<file path="config.mk">
export PLATFORM = sky130hd
export DESIGN_NAME = sum_display_driver
export DESIGN_NICKNAME = d
export VERILOG_FILES = /design/src/rtl/sum_display_driver.sv
export SDC_FILE = /design/constraint.sdc
export NUM_CORES = 1
export LEC_CHECK = 0
export ABC_CLOCK_PERIOD_IN_PS = 2830
export CORE_AREA = 5 5 81 83
export CTS_CLUSTER_DIAMETER = 40
export CTS_CLUSTER_SIZE = 20
export DETAILED_ROUTE_END_ITERATION = 7
export DIE_AREA = 0 0 86 88
export GPL_ROUTABILITY_DRIVEN = 1
export PLACE_DENSITY = 0.9
export SYNTH_ARGS = -nofsm -noshare
export SYNTH_HDL_FRONTEND = slang
export SYNTH_SLANG_ARGS = --single-unit
</file>
<file path="constraint.sdc">
create_clock -name i_clk -period 2.83 [get_ports i_clk]
set_input_delay 0.4245 -clock i_clk [delete_from_list [all_inputs] [get_ports i_clk]]
set_output_delay 0.4245 -clock i_clk [all_outputs]
set_load 0.02 [all_outputs]
</file>
<file path="src/rtl/sum_display_driver.sv">
// sum_display_driver: shows the synchronized 5-bit adder sum as two decimal digits on a 4-digit seven-segment display.
// A debounced pushbutton toggles between tracking the sum and freezing it.
module sum_display_driver #(
  parameter int REFRESH_DIV     = 100000,
  parameter int DEBOUNCE_CYCLES = 1000000
) (
  input  logic       i_clk,
  input  logic       i_rst_n,
  input  logic [4:0] i_sum,
  input  logic       i_hold,
  output logic [6:0] o_seg,
  output logic       o_dp,
  output logic [3:0] o_an,
  output logic [4:0] o_shown
);
  localparam int RW = (REFRESH_DIV > 2) ? $clog2(REFRESH_DIV) : 1;
  localparam int DW = (DEBOUNCE_CYCLES > 2) ? $clog2(DEBOUNCE_CYCLES) : 1;
  localparam logic [4:0] BLANK = 5'd10;
  localparam logic [4:0] LTR_H = 5'd11;
  typedef enum logic {LIVE, FROZEN} state_t;
  state_t r_state, w_next;
  logic [4:0]    r_sum_s1, r_sum_s2, r_shown;
  logic          r_hold_s1, r_hold_s2, r_db_lvl;
  logic [DW-1:0] r_db_cnt;
  logic [RW-1:0] r_ref;
  logic [1:0]    r_idx;
  logic [6:0]    r_seg;
  logic [3:0]    r_an;
  logic          r_dp;
  logic          w_db_done, w_press, w_wrap, w_track, w_frozen;
  logic [1:0]    w_tens;
  logic [4:0]    w_ones, w_code;
  logic [6:0]    w_seg;
  assign w_db_done = (r_hold_s2 != r_db_lvl) && (r_db_cnt == DW'(DEBOUNCE_CYCLES - 1));
  assign w_press   = w_db_done && r_hold_s2;
  assign w_wrap    = r_ref == RW'(REFRESH_DIV - 1);
  always_ff @(posedge i_clk or negedge i_rst_n) begin
    if (!i_rst_n) r_state <= LIVE;
    else          r_state <= w_next;
  end
  always_comb begin
    w_next = r_state;
    if (w_press) w_next = (r_state == LIVE) ? FROZEN : LIVE;
  end
  always_comb begin
    w_track  = r_state == LIVE;
    w_frozen = r_state == FROZEN;
  end
  always_ff @(posedge i_clk or negedge i_rst_n) begin
    if (!i_rst_n) begin
      r_sum_s1  <= '0;
      r_sum_s2  <= '0;
      r_hold_s1 <= 1'b0;
      r_hold_s2 <= 1'b0;
      r_db_cnt  <= '0;
      r_db_lvl  <= 1'b0;
      r_shown   <= '0;
      r_ref     <= '0;
      r_idx     <= '0;
      r_seg     <= 7'h7F;
      r_an      <= 4'hF;
      r_dp      <= 1'b1;
    end else begin
      r_sum_s1  <= i_sum;
      r_sum_s2  <= r_sum_s1;
      r_hold_s1 <= i_hold;
      r_hold_s2 <= r_hold_s1;
      r_db_cnt  <= (r_hold_s2 == r_db_lvl || w_db_done) ? '0 : r_db_cnt + 1'b1;
      if (w_db_done) r_db_lvl <= r_hold_s2;
      if (w_track)   r_shown  <= r_sum_s2;
      r_ref     <= w_wrap ? '0 : r_ref + 1'b1;
      if (w_wrap)    r_idx    <= r_idx + 1'b1;
      r_seg     <= w_seg;
      r_an      <= ~(4'b0001 << r_idx);
      r_dp      <= 1'b1;
    end
  end
  always_comb begin
    w_tens = (r_shown >= 5'd30) ? 2'd3 : (r_shown >= 5'd20) ? 2'd2 : (r_shown >= 5'd10) ? 2'd1 : 2'd0;
    w_ones = r_shown - 5'd10 * {3'b000, w_tens};
    w_code = (r_idx == 2'd0) ? w_ones :
             (r_idx == 2'd1) ? ((w_tens == 2'd0) ? BLANK : {3'b000, w_tens}) :
             (r_idx == 2'd2) ? BLANK : (w_frozen ? LTR_H : BLANK);
  end
  always_comb begin
    case (w_code)
      5'd0:    w_seg = 7'b1000000;
      5'd1:    w_seg = 7'b1111001;
      5'd2:    w_seg = 7'b0100100;
      5'd3:    w_seg = 7'b0110000;
      5'd4:    w_seg = 7'b0011001;
      5'd5:    w_seg = 7'b0010010;
      5'd6:    w_seg = 7'b0000010;
      5'd7:    w_seg = 7'b1111000;
      5'd8:    w_seg = 7'b0000000;
      5'd9:    w_seg = 7'b0010000;
      LTR_H:   w_seg = 7'b0001001;
      default: w_seg = 7'b1111111;
    endcase
  end
  assign o_seg   = r_seg;
  assign o_an    = r_an;
  assign o_dp    = r_dp;
  assign o_shown = r_shown;
endmodule

</file>
Word-level counts from Yosys, hierarchy flattened
Memory sizes are Yosys's and may differ from the RTL's.
Cells that the tools add are included.
- add/subtract/negate cells: 4
- multipliers: 1
- order comparisons: 3
- eq/ne operators: 6
- shift-type cells: 1
- mux-type cells: 12
- bitwise logic cells: 1
- reduce and logical (&&, ||, !) cells: 5
- operators by type and width (cell ; number):
    adder 20 x 1 -> 20 bit, second input constant ; 1
    equality test 20 bit, second input constant ; 1
    2-to-1 mux 20 bit ; 1
    adder 17 x 1 -> 17 bit, second input constant ; 1
    equality test 17 bit, second input constant ; 1
    2-to-1 mux 17 bit ; 1
    greater-or-equal comparator 5 bit, second input constant ; 2
    2-to-1 mux 4 bit ; 2
    2-to-1 mux 7 bit ; 1
    greater-or-equal comparator 5 x 4 -> 1 bit, second input constant ; 1
    2-to-1 mux 5 bit ; 1
    subtractor 5 bit ; 1
    zero test 2 bit ; 2
    multiplier 3 x 2 -> 4 bit, first input constant ; 1
    2-to-1 mux 1 bit ; 4
    2-to-1 mux 2 bit ; 2
    NOT 4 bit ; 1
    << shifter 1 x 2 -> 4 bit, first input constant ; 1
    adder 2 x 1 -> 2 bit, second input constant ; 1
    equality test 2 x 1 -> 1 bit, second input constant ; 1
    equality test 2 bit, second input constant ; 1
    logical AND 1 bit ; 2
    equality test 1 bit ; 1
    logical OR 1 bit ; 1
    != test 1 bit ; 1
- register bits: 69
- ROM bits: 112
- bits of input ports: 8
- output and inout port bits: 17
- word-level logic and storage cells: 46
- memories kept: 1
- memories (name ; depth ; width ; rd ports ; clocked after Yosys merged registers in ; write ports ; line ; RTL):
    (no name shown) ; 16 ; 7 ; 1 ; 0 ; 0 ; 86 ; case (w_code)

Longest topological paths before layout
An unclocked memory read counts as a cell.
- depth after elaboration: 10
- gate-level depth with buffers: 13
- mapped depth without buffers: 13

Least setup slack after synthesis
OpenSTA, ideal clock, no wires.
- path type: register to register
- from: reg r_shown[2], in the netlist o_shown[2]
- to: reg r_seg[1], in the netlist o_seg[1]
- setup time: 0.086 ns
- arrival time: 2.583 ns
- data required time: 2.744 ns
- slack: 0.161 ns
- stages on the path, launching flop included: 10
- path buffers: 0
- clock period less this slack: 2.669 ns
- cell sequence: dfrtp_1 nand2b_1 a211oi_1 nor2_1 inv_1 ha_1 or4_4 o211ai_4 nor2_4 a2111o_1
- word-level cells in the longest chain between the ends: 10
- elaborated cells between the ends (all ways): 14
- those cells by class: add/sub (1); mul (1); order compare (3); mux (7); reduce/logical (1); memory (1)
- ends and longest elaborated chain (element ; line ; RTL):
    from (decl) ; 22 ; logic [4:0] r_sum_s1, r_sum_s2, r_shown;
    from (signal assigned) ; 70 ; if (w_track) r_shown <= r_sum_s2;
    branches (longest 7 deep; another with greater-or-equal comparator 5 x 4 -> 1 bit) ; - ;
    2-to-1 mux 5 bit (*) ; 81 ; w_code = (r_idx == 2'd0) ? w_ones :
    memory read (16 x 7 bit) ; - ;
    2-to-1 mux 7 bit (*) ; 86 ;
    named net w_seg[1] ; 33 ; logic [6:0] w_seg;
    to (signal assigned) ; 73 ; r_seg <= w_seg;
    to (decl) ; 27 ; logic [6:0] r_seg;
Mark *: on every way through the listed nets, which the timed path passes.
A chain may end at the register's enable or synchronous reset.

Worst setup path after layout
Same ends and word-level chain as after synthesis.

==> results.cfg <==
[drt]
wl_per_cell_um = 14.6
via_per_inst = 5.47
antenna_left = 0
wirelength_mm = 5.94
drc = 0
dr.first_iter.drc_count = 77
drtPass1Iterations = 4
vias = 2227

[logic_synthesis]
syn_inst = 295
synth_nets = 315
synth_area_leaders = dfrtp_1 45%, dfstp_2 8.9%, xnor2_1 4.8%, xor2_1 4.8%, ha_1 4.6%
synth_seq_cells = 69
yosysWarnings = 0
mappedNetlistArea_mm2 = 0.00325
synthDominantCellAreaShare = 0.446
synth_top_area_cell = dfrtp_1
ys_seq_area_frac = 0.535
synth.distinct_cells = 51
synth_edf_count = 0
synth_commonest_cells = 58 x dfrtp_1, 39 x nor2_1, 21 x nand3_1, 18 x xnor2_1, 18 x xor2_1
async_flop_share = 1.00
synth_ff_type = dfrtp_1
syn_area_per_cell_um2 = 11.0
yosysMostFrequentCell = dfrtp_1

[run]
drv_cap = 0

[pwr]
p_leak_nw = 1.64
p_int_mw = 1.83
seqPwrFrac = 0.445
switchingPower_mw = 0.536
clkPwrFrac = 0.441
powerDensity_mw_per_mm2 = 615
combPwrFrac = 0.114
p_sw_frac = 0.227
ir_drop_uv = 360

[sta]
skew_ns = 0.0107
rsz0062_at_grt = no
finalSetupViolCount = 0
slew-limit-headroom = 0.534
fin_hold_ws_ns = 0.122
hold_violations = 0
finalCriticalPeriod_ns = 2.66
layout_worst_path_cycle_share = 0.940
slew_violations = 0
worst_slew_pin_slew_ns = 0.699
timing.final.ws_setup_ns = 0.170
fmax_mhz = 376
finalSetupTns_ns = 0

[clocking]
cts_hold_buf = 0
worstSkewPairLatency_ns = 0.34
ctsLongestPathBuffers = 2
ctsHtreeMaxLevel = 3
clockRootBuffer = clkbuf_8
numCtsBuffers = 9
clkTransAtPathRegs_ns = 0.08
cts_tree = built
clock_sinks = 69

[global_routing]
first_global_vias = 2208
grt_pass1_wl_mm = 10.1
grt_max_degree = 39
overflow = 0
grt_use_total = 0.174
antenna_found_initial = 0

[cells_and_area]
nets = 347
final_core_util = 0.666
area_growth_pct = 18.4
diodes = 0
num-fill-cells = 393
final-instance-count-excl-fill = 407
drive_above_1_share = 0.151

[worst_setup_path]
path_max_fanout = 8
crit_required_ns = 3.10
critPathCaptureType = flop
critPathArrivalTime_ns = 2.93
path_buf_inv = 1
critPathTopFamily = simple AND/OR/NAND/NOR gates
cpPeakStageDelay_ns = 0.55
critPathSlowestCell = or4_4
r2r_setup_slack_ns = 0.17
start_kind = flop
worstPathCellList = nand2b_1, a211oi_2, nor2_1, inv_1, ha_1, or4_4, o211ai_4, nor3_1, a2111o_1
crit_type = flop to flop

[place]
placed_cells = 391
gp_congestion = 0.911
io_buffers = 23
pre_cts_slack_ns = 0.156
hpwl_mm = 4.01

[floorplan]
io_pins = 25
fp.dieH_um = 88
die_area_mm2 = 0.00757
start_util = 0.563
die_w_um = 86
rows = 28
fp.coreArea_mm2 = 0.00578

[min_path]
hold_path.class = input pin to asynchronous set/reset pin

[run_status]
outcome = finished clean
==> layout by cell type (no fill, tap or decap), drive strengths merged, types with 3 or more instances in the layout <==
| cell type | netlist | layout |
|---|---|---|
| nand3 | 21 | 21 |
| nor2b | 3 | 3 |
| buf | 5 | 4 |
| and2 | 4 | 4 |
| a21oi | 7 | 7 |
| nor3 | 7 | 7 |
| nand2 | 18 | 18 |
| xnor2 | 18 | 18 |
| xor2 | 18 | 18 |
| ha | 12 | 12 |
| and4 | 6 | 6 |
| dfstp | 11 | 11 |
| nand4 | 6 | 6 |
| clkdlybuf4s50 | 0 | 22 |
| bufinv | 0 | 4 |
| nor2 | 40 | 40 |
| mux2 | 6 | 6 |
| inv | 14 | 14 |
| o21ai | 6 | 6 |
| clkbuf | 0 | 10 |
| dfrtp | 58 | 58 |
| nor4 | 4 | 4 |
| and3 | 3 | 3 |
==> power by group through the flow <==
| stage | logic [mW] | clock network [mW] | registers, mW |
|---|---|---|---|
| after floorplan | 0.126 | 0 | 1.10 |
| after global placement | 0.257 | 0 | 1.07 |
| after detailed placement | 0.265 | 0 | 1.07 |
| after CTS | 0.269 | 1.06 | 1.05 |
| after global routing | 0.293 | 1.10 | 1.06 |
| final | 0.269 | 1.04 | 1.05 |
==> routing by layer <==
layer | vias to the layer above | GRT usage | part of all wire
met5 | - | 0 | 0
met2 | 54 | 0.282 | 0.50
li1 | 1082 | - | -
met3 | 9 | 0.0461 | 0.047
met1 | 1082 | 0.219 | 0.44
met4 | 0 | 0.0835 | 0.020
==> repair_timing <==
action / 4_1_cts / 5_1_grt
buffers inserted: 0 / 0
endpoints found under the setup margin: 0 / 3
gates resized for setup: 0 / 2
==> kinds of logic (layout without fill, tap and decap cells) <==
kind of cell	Yosys count	count (layout)	share of synthesized area
buffers and inverters	19	56	0.0246
and+or+nand+nor	123	123	0.200
DFF	69	69	0.535
adders and majority gates	13	13	0.0496
AOI/OAI and AO/OA	28	28	0.0716
muxes	6	6	0.0208
other	1	1	0.00115
xor gates and xnor gates	36	36	0.0970
==> sequential cells by signal (all words and copies together), names as in the netlist <==
register,flops
r_db_cnt,20
r_hold_s2,1
o_an,4
r_sum_s2,5
o_seg,7
r_state,1
r_hold_s1,1
r_idx,2
r_db_lvl,1
r_ref,17
o_shown,5
r_sum_s1,5
==> metrics by stage <==
| stage | total power [mW] | area, um^2 |
|---|---|---|
| 2_1_floorplan | 1.23 | 3250 |
| 3_3_place_gp | 1.33 | 3580 |
| 3_5_place_dp | 1.34 | 3580 |
| 4_1_cts | 2.38 | 3840 |
| 5_1_grt | 2.45 | 3850 |
| 6_report | 2.37 | 3850 |
==> area by class of cell <==
type                            count  area (um^2)  share of cell area
Tap cell                           75         93.8              0.0244
Clock inverter                      6          136              0.0354
Sequential cell                    69         1740               0.452
Inverter                           14         52.6              0.0136
Multi-Input combinational cell    207         1440               0.374
Clock buffer                       10          128              0.0331
Timing Repair Buffer               26          260              0.0676
==> worst paths after layout <==
kind	cells past startpoint	endpoint	startpoint
setup / recovery	9	o_seg[1]	o_shown[2]
max in group asynchronous	2	r_sum_s2[4]	i_rst_n
hold / removal	1	r_ref[2]	i_rst_n
min in group i_clk	0	r_hold_s2	r_hold_s1
setup reg to reg	9	o_seg[1]	o_shown[2]
hold reg to reg	0	r_hold_s2	r_hold_s1
Note: power is estimated with default switching activity, not from simulation.
